[src/rtl/cmult_pkg.sv]
// Shared types and saturating arithmetic helpers for the complex
// integrate-and-dump datapath.
package cmult_pkg;

  localparam int WIDEW = 64;

  typedef logic signed [WIDEW-1:0] wide_t;

  typedef struct packed {
    wide_t re;
    wide_t im;
  } cplx_t;

  function automatic wide_t lim_hi(input int w);
    return (wide_t'(1) <<< (w - 1)) - wide_t'(1);
  endfunction

  function automatic wide_t lim_lo(input int w);
    return -lim_hi(w) - wide_t'(1);
  endfunction

  function automatic logic out_of_range(input wide_t x, input int w);
    return (x > lim_hi(w)) || (x < lim_lo(w));
  endfunction

  function automatic wide_t clip(input wide_t x, input int w);
    if (x > lim_hi(w)) return lim_hi(w);
    if (x < lim_lo(w)) return lim_lo(w);
    return x;
  endfunction

  function automatic wide_t sat_add(
    input wide_t a,
    input wide_t b,
    input int    w
  );
    return clip(a + b, w);
  endfunction

  function automatic logic sat_add_ovf(
    input wide_t a,
    input wide_t b,
    input int    w
  );
    return out_of_range(a + b, w);
  endfunction

  // Round half up, then arithmetic shift.
  function automatic wide_t round_shift(input wide_t x, input int sh);
    wide_t h;
    h = (sh > 0) ? (wide_t'(1) <<< (sh - 1)) : '0;
    return (x + h) >>> sh;
  endfunction

  function automatic wide_t round_shift_sat(
    input wide_t x,
    input int    sh,
    input int    w
  );
    return clip(round_shift(x, sh), w);
  endfunction

  function automatic logic round_shift_ovf(
    input wide_t x,
    input int    sh,
    input int    w
  );
    return out_of_range(round_shift(x, sh), w);
  endfunction

  function automatic cplx_t cplx_sat_add(
    input cplx_t a,
    input cplx_t b,
    input int    w
  );
    cplx_t r;
    r.re = sat_add(a.re, b.re, w);
    r.im = sat_add(a.im, b.im, w);
    return r;
  endfunction

endpackage

[src/rtl/cmult_round_sat.sv]
// Round, shift and saturate one component into a load-enabled
// output register.
module cmult_round_sat
  import cmult_pkg::*;
#(
  parameter int IW    = 40,
  parameter int OW    = 32,
  parameter int SHIFT = 0
) (
  input  logic          clk,
  input  logic          rst_n,
  input  logic          i_en,
  input  logic [IW-1:0] i_x,
  output logic [OW-1:0] o_y,
  output logic          o_sat
);

  logic [OW-1:0] r_y;
  logic          r_sat;
  wide_t         w_x;

  assign w_x = wide_t'($signed(i_x));

  always_ff @(posedge clk) begin
    if (!rst_n) begin
      r_y   <= '0;
      r_sat <= 1'b0;
    end else if (i_en) begin
      r_y   <= OW'(round_shift_sat(w_x, SHIFT, OW));
      r_sat <= round_shift_ovf(w_x, SHIFT, OW);
    end
  end

  assign o_y   = r_y;
  assign o_sat = r_sat;

endmodule

[src/rtl/cmult_integrate_dump.sv]
// Complex integrate-and-dump: saturating window accumulation, a
// capture stage, then a rounded/saturated valid/ready output.
module cmult_integrate_dump
  import cmult_pkg::*;
#(
  parameter int DWIDTH   = 16,
  parameter int ACCWIDTH = 40,
  parameter int NWIDTH   = 16,
  parameter int OWIDTH   = 32,
  parameter int OSHIFT   = 0
) (
  input  logic              clk,
  input  logic              rst_n,
  input  logic              i_clr,
  input  logic [NWIDTH-1:0] i_cfg_len,
  input  logic              i_s_valid,
  input  logic [DWIDTH-1:0] i_s_re,
  input  logic [DWIDTH-1:0] i_s_im,
  input  logic              i_s_ovf,
  output logic              o_m_valid,
  input  logic              i_m_ready,
  output logic [OWIDTH-1:0] o_m_re,
  output logic [OWIDTH-1:0] o_m_im,
  output logic              o_m_ovf,
  output logic              o_err_drop
);

  logic signed [ACCWIDTH-1:0] r_acc_re;
  logic signed [ACCWIDTH-1:0] r_acc_im;
  logic [NWIDTH-1:0]          r_cnt;
  logic [NWIDTH-1:0]          r_len;
  logic                       r_wovf;

  logic                r_s1_valid;
  logic                r_s1_ovf;
  logic [ACCWIDTH-1:0] r_s1_re;
  logic [ACCWIDTH-1:0] r_s1_im;

  logic r_m_valid;
  logic r_m_ovf;
  logic r_err_drop;

  logic [NWIDTH-1:0]   w_len_cfg;
  logic [ACCWIDTH-1:0] w_sum_re;
  logic [ACCWIDTH-1:0] w_sum_im;
  logic                w_sat;
  logic                w_take;
  logic                w_dump;
  logic                w_restart;
  logic                w_load;
  logic                w_drop;
  logic [OWIDTH-1:0]   w_y_re;
  logic [OWIDTH-1:0]   w_y_im;
  logic                w_ysat_re;
  logic                w_ysat_im;

  assign w_len_cfg = (i_cfg_len == '0) ? NWIDTH'(1) : i_cfg_len;

  assign w_sum_re = ACCWIDTH'(sat_add(wide_t'(r_acc_re),
                    wide_t'($signed(i_s_re)), ACCWIDTH));
  assign w_sum_im = ACCWIDTH'(sat_add(wide_t'(r_acc_im),
                    wide_t'($signed(i_s_im)), ACCWIDTH));
  assign w_sat = sat_add_ovf(wide_t'(r_acc_re),
                 wide_t'($signed(i_s_re)), ACCWIDTH)
               | sat_add_ovf(wide_t'(r_acc_im),
                 wide_t'($signed(i_s_im)), ACCWIDTH);

  // clr wins over a same-cycle sample.
  assign w_take    = i_s_valid && !i_clr;
  assign w_dump    = w_take && (r_cnt == r_len - NWIDTH'(1));
  assign w_restart = i_clr || w_dump;

  assign w_load = r_s1_valid && (!r_m_valid || i_m_ready);
  assign w_drop = r_s1_valid && r_m_valid && !i_m_ready;

  always_ff @(posedge clk) begin
    if (!rst_n || w_restart) begin
      r_acc_re <= '0;
      r_acc_im <= '0;
      r_cnt    <= '0;
      r_wovf   <= 1'b0;
      r_len    <= w_len_cfg;
    end else if (w_take) begin
      r_acc_re <= w_sum_re;
      r_acc_im <= w_sum_im;
      r_cnt    <= r_cnt + NWIDTH'(1);
      r_wovf   <= r_wovf | i_s_ovf | w_sat;
    end
  end

  always_ff @(posedge clk) begin
    if (!rst_n) begin
      r_s1_valid <= 1'b0;
      r_s1_ovf   <= 1'b0;
      r_s1_re    <= '0;
      r_s1_im    <= '0;
    end else begin
      r_s1_valid <= w_dump;
      if (w_dump) begin
        r_s1_re  <= w_sum_re;
        r_s1_im  <= w_sum_im;
        r_s1_ovf <= r_wovf | i_s_ovf | w_sat;
      end
    end
  end

  always_ff @(posedge clk) begin
    if (!rst_n) begin
      r_m_valid  <= 1'b0;
      r_m_ovf    <= 1'b0;
      r_err_drop <= 1'b0;
    end else begin
      if (w_load) begin
        r_m_valid <= 1'b1;
        r_m_ovf   <= r_s1_ovf;
      end else if (i_m_ready) begin
        r_m_valid <= 1'b0;
      end
      if (i_clr) begin
        r_err_drop <= 1'b0;
      end else if (w_drop) begin
        r_err_drop <= 1'b1;
      end
    end
  end

  cmult_round_sat #(
    .IW    (ACCWIDTH),
    .OW    (OWIDTH),
    .SHIFT (OSHIFT)
  ) u_re (
    .clk   (clk),
    .rst_n (rst_n),
    .i_en  (w_load),
    .i_x   (r_s1_re),
    .o_y   (w_y_re),
    .o_sat (w_ysat_re)
  );

  cmult_round_sat #(
    .IW    (ACCWIDTH),
    .OW    (OWIDTH),
    .SHIFT (OSHIFT)
  ) u_im (
    .clk   (clk),
    .rst_n (rst_n),
    .i_en  (w_load),
    .i_x   (r_s1_im),
    .o_y   (w_y_im),
    .o_sat (w_ysat_im)
  );

  assign o_m_valid  = r_m_valid;
  assign o_m_re     = w_y_re;
  assign o_m_im     = w_y_im;
  assign o_m_ovf    = r_m_ovf | w_ysat_re | w_ysat_im;
  assign o_err_drop = r_err_drop;

endmodule

[config.mk]
export PLATFORM = sky130hd
export DESIGN_NAME = cmult_integrate_dump
export DESIGN_NICKNAME = d
export VERILOG_FILES = /design/src/rtl/cmult_pkg.sv /design/src/rtl/cmult_round_sat.sv /design/src/rtl/cmult_integrate_dump.sv
export SDC_FILE = /design/constraint.sdc
export NUM_CORES = 1
export LEC_CHECK = 0
export CAP_MARGIN = 20
export CORE_MARGIN = 2
export CORE_UTILIZATION = 50
export CTS_CLUSTER_DIAMETER = 30
export DETAILED_ROUTE_END_ITERATION = 8
export GPL_TIMING_DRIVEN = 1
export PLACE_DENSITY_LB_ADDON = 0.08
export SETUP_SLACK_MARGIN = 0.05
export SLEW_MARGIN = 10
export SYNTH_ARGS = -nofsm -noshare
export SYNTH_HDL_FRONTEND = slang
export SYNTH_SLANG_ARGS = --single-unit
[constraint.sdc]
create_clock -name clk -period 4.5 [get_ports clk]
set_clock_uncertainty 0.1 [all_clocks]
set_input_delay 0.675 -clock clk [delete_from_list [all_inputs] [get_ports clk]]
set_output_delay 0.675 -clock clk [all_outputs]
set_load 0.01 [all_outputs]
---- Yosys cells after proc, flatten, opt, wreduce, memory -nomap -nowiden ----
Index checks and enable logic that the tools add are counted.
W data, S select, Z words.
operators by class
  reduce and logical (&&, ||, !) cells .... 19
  bitwise logic cells ..................... 6
  equality and inequality tests ........... 1
  $lt $le $gt $ge ......................... 8
  $add $sub $neg .......................... 4
  muxes and demuxes ....................... 38
operators with widths
  operator                 number
  $mux W40                 8
  $mux W32                 8
  $add A40 B16 Y41         2
  $gt A41 B40 Y1 const B   2
  $lt A41 B40 Y1 const B   2
  $gt A40 B32 Y1 const B   2
  $lt A40 B32 Y1 const B   2
  $mux W1                  22
  $add A16 B1 Y16 const B  1
  $eq A16 B16 Y1           1
  $logic_not A16 Y1        1
  $sub A16 B1 Y16 const B  1
  $logic_or A1 B1 Y1       7
  $logic_and A1 B1 Y1      5
  $or A1 B1 Y1             5
  $logic_not A1 Y1         4
  $reduce_bool A2 Y1       1
  $reduce_or A2 Y1         1
  $not A1 Y1               1
word-level totals
  output and inout port bits .............. 67
  logic and storage cells ................. 92
  bits of input ports ..................... 54
  bits in registers ....................... 264

---- Depth between registers and ports, before layout ----
  depth in word-level cells ............... 10
  mapped depth ............................ 15
  depth with buffers taken out ............ 13

---- Modules after synthesis ----
A second synthesis with hierarchy kept.
unflattened totals
  cells, all modules ...................... 1888
  area, all modules ....................... 15145.8 µm²
by module, submodules not included
  module                sequential area each (µm²)  area each (µm²)  instances  cells an instance
  cmult_integrate_dump  4124.0                      12498.2          1          1586
  cmult_round_sat       660.6                       1323.8           2          151

---- Least setup slack after synthesis ----
No wires, ideal clock.
  path kind ............................... register to register
  start point ............................. register r_len[0]
  end point ............................... register r_len[0], enable pin
  arrival time ............................ 3.231 ns
  required time ........................... 4.013 ns
  slack ................................... 0.782 ns
  stages on the path, launching flop included .. 13
  buffers on the path ..................... 2
  library setup time ...................... 0.387 ns
  clock period less this slack ............ 3.718 ns
  cells stage by stage .................... edfxtp_1 inv_1 ha_1 or3b_4 o31a_1 o21ai_0 a31oi_1 a2111oi_0 and3_1 buf_2 nor2_8 inv_2 clkbuf_1
between the ends
  longest elaborated chain between the ends .. 5
RTL lines
  element                 RTL line                    source
  start, declared         cmult_integrate_dump.sv:31  logic [NWIDTH-1:0] r_len;
  start signal, assigned  cmult_integrate_dump.sv:82  r_len <= w_len_cfg;
  $sub A16 B1 Y16         cmult_integrate_dump.sv:70  assign w_dump = w_take && (r_cnt == r_len - NWIDTH'(1));
  $eq A16 B16 Y1          cmult_integrate_dump.sv:70
  $logic_and A1 B1 Y1     cmult_integrate_dump.sv:70
  $logic_or A1 B1 Y1      cmult_integrate_dump.sv:71  assign w_restart = i_clr || w_dump;
  $logic_or A1 B1 Y1      cmult_integrate_dump.sv:77  if (!rst_n || w_restart) begin
No other way between the ends.
A chain may end at the register's enable or synchronous reset.

---- Worst setup path after layout ----
  start point ............................. input port i_s_im[15]
  end point ............................... register r_s1_im[25]
between the ends
  longest elaborated chain between the ends .. 6
  elaborated cells on any way between the ends .. 9
  those cells by class .................... 1 x add/sub; 2 x order compare; 6 x mux
RTL lines
  element                RTL line                     source
  start, declared        cmult_integrate_dump.sv:18   input logic [DWIDTH-1:0] i_s_im,
  $add A40 B16 Y41 *     cmult_pkg.sv:37              return clip(a + b, w);
  $lt A41 B40 Y1         cmult_pkg.sv:28              if (x < lim_lo(w)) return lim_lo(w);
  $mux W1 (2 in series)  cmult_pkg.sv:28
  $mux W40               cmult_pkg.sv:29              return x;
  $mux W40 *             cmult_pkg.sv:28
  end signal, assigned   cmult_integrate_dump.sv:101  r_s1_im <= w_sum_im;
  end, declared          cmult_integrate_dump.sv:37   logic [ACCWIDTH-1:0] r_s1_im;
Mark *: on every way between the ends. The rest lies on a longest branch, timed or not. The select of a mux whose other input is x is not followed.

==> results.json <==
{
  "status": "finished clean",
  "synth_fa_ha_area_share_pct": 8.06,
  "synthMuxAreaShare_pct": 1.31,
  "end_kind": "flip-flop",
  "htreeDepth": 2,
  "drive_above_1_share_pct": 11.6,
  "drcViolationCount": 0,
  "setup_ws_ps": 241,
  "post_cts_buffers": 0,
  "synth_edf_count": 16,
  "p_sw_mw": 1.98,
  "seq_power_share_pct": 32.9,
  "clockPowerShare_pct": 56.2,
  "synthFlopType": "dfxtp_1",
  "max_freq_ghz": 0.235,
  "gr-total-overflow": 0,
  "slew_viol_final": 0,
  "critical_path_cell_count": 16,
  "rsz0062_at_grt": "no",
  "design_power_total_mw": 7.43,
  "syn_inst": 1823,
  "cts_buffers": 57,
  "cts_hold_buf": 0,
  "max_cap_violations": 0,
  "relSlewSlack_pct": 32.1,
  "cts_tree": "done",
  "synth.avg_cell_area_um2": 8.00,
  "dpl.hpwl_um": 30700,
  "synth_top_family_by_area": "compound AO/OA/AOI/OAI gates",
  "cts-root-buf": "clkbuf_16",
  "min_path_cells": 2,
  "worstSetupPathType": "input pin to flip-flop",
  "drt-wirelength-per-cell_um": 18.2,
  "crit_buf_inv": 5,
  "synth_compound_area_share_pct": 26.0,
  "worst_ep_required_time_ps": 4890,
  "fp.dieH_um": 175,
  "layout.nets": 2103,
  "die-area_mm2": 0.0306,
  "synth_seq_area_share_pct": 37.3,
  "synth-seq-cells": 264,
  "syn_nets": 1961,
  "core_mm2": 0.0287,
  "rrSetupSlack_ps": 360,
  "whs_ps": 354,
  "crit_family": "buffers and inverters",
  "cts_resized": 0,
  "place_ws_ps": -300,
  "yosysWarnings": 0,
  "grt_pass1_wl_um": 70500,
  "final-hold-violation-count": 0,
  "tightestPinTransition_ps": 1010,
  "synth-simple-area-share_pct": 17.0,
  "vias": 13900,
  "synth_xor_area_share_pct": 6.12,
  "critPathLaunchType": "input pin",
  "combinationalPowerShare_pct": 11.0,
  "clk_pin_slew_ps": 50,
  "drt_iter0_drc": 1062,
  "viasPerCell": 5.81,
  "gp_congestion": 0.919,
  "area_growth_pct": 27.2,
  "grt_util_all_layers_pct": 28.2,
  "rr_worst_depth": 12,
  "intPower_mw": 5.45,
  "rows": 62,
  "max-vdd-ir-drop_v": 0.000328,
  "initial_utilization_pct": 50.8,
  "power_leakage_nw": 7.73,
  "timing.rr.end": "r_acc_re[22]",
  "portBuffers": 120,
  "finalCritPeriodShare_pct": 94.6,
  "dpl_cell_area_mm2": 0.0166,
  "critPathMaxStageDelay_ps": 680,
  "yosysMostFrequentCell": "dfxtp_1",
  "worst_hold_path.endpoint": "r_s1_re[13]",
  "synth_top_area_share_pct": 34.0,
  "design_area_mm2": 0.0186,
  "io_pins": 121,
  "cp_max_fo": 32,
  "netlist-cell-type-count": 75,
  "antenna_found_initial": 0,
  "switching_share_pct": 26.6,
  "ant_nets": 0,
  "fin_crit_ps": 4260,
  "setup_viol": 0,
  "grt_max_degree": 91,
  "hold_path.class": "flip-flop to flip-flop",
  "yosys-top-cells-count": "dfxtp_1 (248), a21oi_1 (233), o21ai_0 (226)",
  "path_cells": "clkdlybuf4s50_1, buf_4, ha_1, nand4_1, nor4_1, buf_4, o221ai_1, a21oi_1, buf_4, o21ai_1, o31ai_1, a21oi_1, mux2i_1, nor2_2, buf_12, a21oi_1",
  "wl_um": 43600,
  "first_global_vias": 13500,
  "crit_arrival_ps": 4640,
  "r2r-start": "r_len[0]",
  "n_antenna_cell": 0,
  "cts.path.max_buffers": 3,
  "power_density_mw_per_mm2": 400,
  "clock-sinks": 264,
  "yosys-top-cells-area": "dfxtp_1 (34%), a21oi_1 (8.0%), o21ai_0 (7.8%), ha_1 (7.0%), nor2_1 (5.5%)",
  "async_flop_share_pct": 0,
  "crit_slowest_cell": "mux2i_1",
  "synth_top_area_cell": "dfxtp_1",
  "worst_skew_pair.late_latency_ps": 580,
  "synthesis.area_mm2": 0.0146,
  "die_w_um": 175,
  "hp-start": "r_s1_re[13]",
  "firstDrtPassIters": 5
}
-- cells by family (layout without fill, tap and decap cells) --
| logic type | after synthesis | in the layout |
|---|---|---|
| flip-flops | 264 | 264 |
| XOR/XNOR | 102 | 102 |
| AO/OA/AOI/OAI | 649 | 649 |
| AND/OR/NAND/NOR | 537 | 537 |
| buffers and inverters | 157 | 348 |
| multiplexers | 19 | 19 |
| adder cells (fa/ha/maj) | 95 | 95 |
-- how the worst max path moves through the flow --
stage               startpoint           end  slack [ps]
floorplan             r_len[0]      r_len[0]         780
global placement    i_s_im[15]   r_s1_im[26]        -210
detailed placement  i_s_im[15]   r_s1_im[25]        -300
CTS                   r_len[0]  r_acc_re[28]         180
global route        i_s_im[15]    r_s1_im[9]          70
finish              i_s_im[15]   r_s1_im[25]         240
-- final cells by class --
class | count | area (um2)
Fill cell | 2492 | 10100
Multi-Input combinational cell | 1402 | 8610
Sequential cell | 264 | 5450
Timing Repair Buffer | 206 | 1920
Clock buffer | 67 | 1580
Tap cell | 384 | 480
Clock inverter | 41 | 402
Inverter | 34 | 128
-- through the flow --
step	setup TNS [ps]	std cells	utilization, %
detailed placement	-18600	2290	57.7
floorplan	0	1823	-
global placement	-14240	2290	57.7
CTS	0	2398	64.6
global route	0	2398	64.7
finish	0	2398	64.7
-- cells in the final DEF (no fill, tap or decap), types with 12 or more instances in the layout --
cell type | Yosys | layout
nor4_1 | 12 | 12
buf_4 | 0 | 80
a21o_1 | 34 | 34
clkbuf_16 | 0 | 59
o21a_1 | 14 | 14
xnor2_1 | 59 | 59
mux2i_1 | 18 | 18
a21oi_1 | 233 | 233
clkinvlp_4 | 0 | 15
nand4_1 | 29 | 29
edfxtp_1 | 16 | 16
nor2_1 | 212 | 209
nor3_1 | 14 | 14
nand2b_1 | 15 | 15
nand3_1 | 28 | 28
nand2_1 | 152 | 152
clkdlybuf4s50_1 | 0 | 119
a211oi_1 | 17 | 17
inv_1 | 33 | 33
o21ai_2 | 10 | 13
and3_1 | 14 | 13
ha_1 | 82 | 81
xor2_1 | 43 | 43
dfxtp_1 | 248 | 248
o21ai_0 | 226 | 226
-- state kept, by name, summed over array words and instances, names as in the netlist, 16 cells and up --
| signal | count |
|---|---|
| r_acc_im | 40 |
| r_acc_re | 40 |
| r_cnt | 16 |
| r_len | 16 |
| r_s1_im | 40 |
| r_s1_re | 40 |
| u_im.o_y | 32 |
| u_re.o_y | 32 |
-- power by group through the flow --
stage | registers (mW) | clock network, mW | logic, mW
3_3_place_gp | 2.49 | 0 | 0.793
3_5_place_dp | 2.49 | 0 | 0.799
4_1_cts | 2.44 | 4.21 | 0.807
5_1_grt | 2.44 | 4.35 | 0.896
6_report | 2.44 | 4.17 | 0.814
2_1_floorplan | 2.47 | 0 | 0.522
-- layer usage --
layer	track usage, %	vias to the layer above	part of all wire [%]
li1	-	6853	-
met1	39.3	6618	47
met2	45.6	383	45
met3	3.87	71	5.0
met4	8.44	0	2.4
met5	0	-	0
-- tightest hold or removal path, stage by stage (launching register included) --
cell	delay, ps
dfxtp_1	320
nand2_1	40
o21ai_0	50
Power figures use the tool's default switching activity.
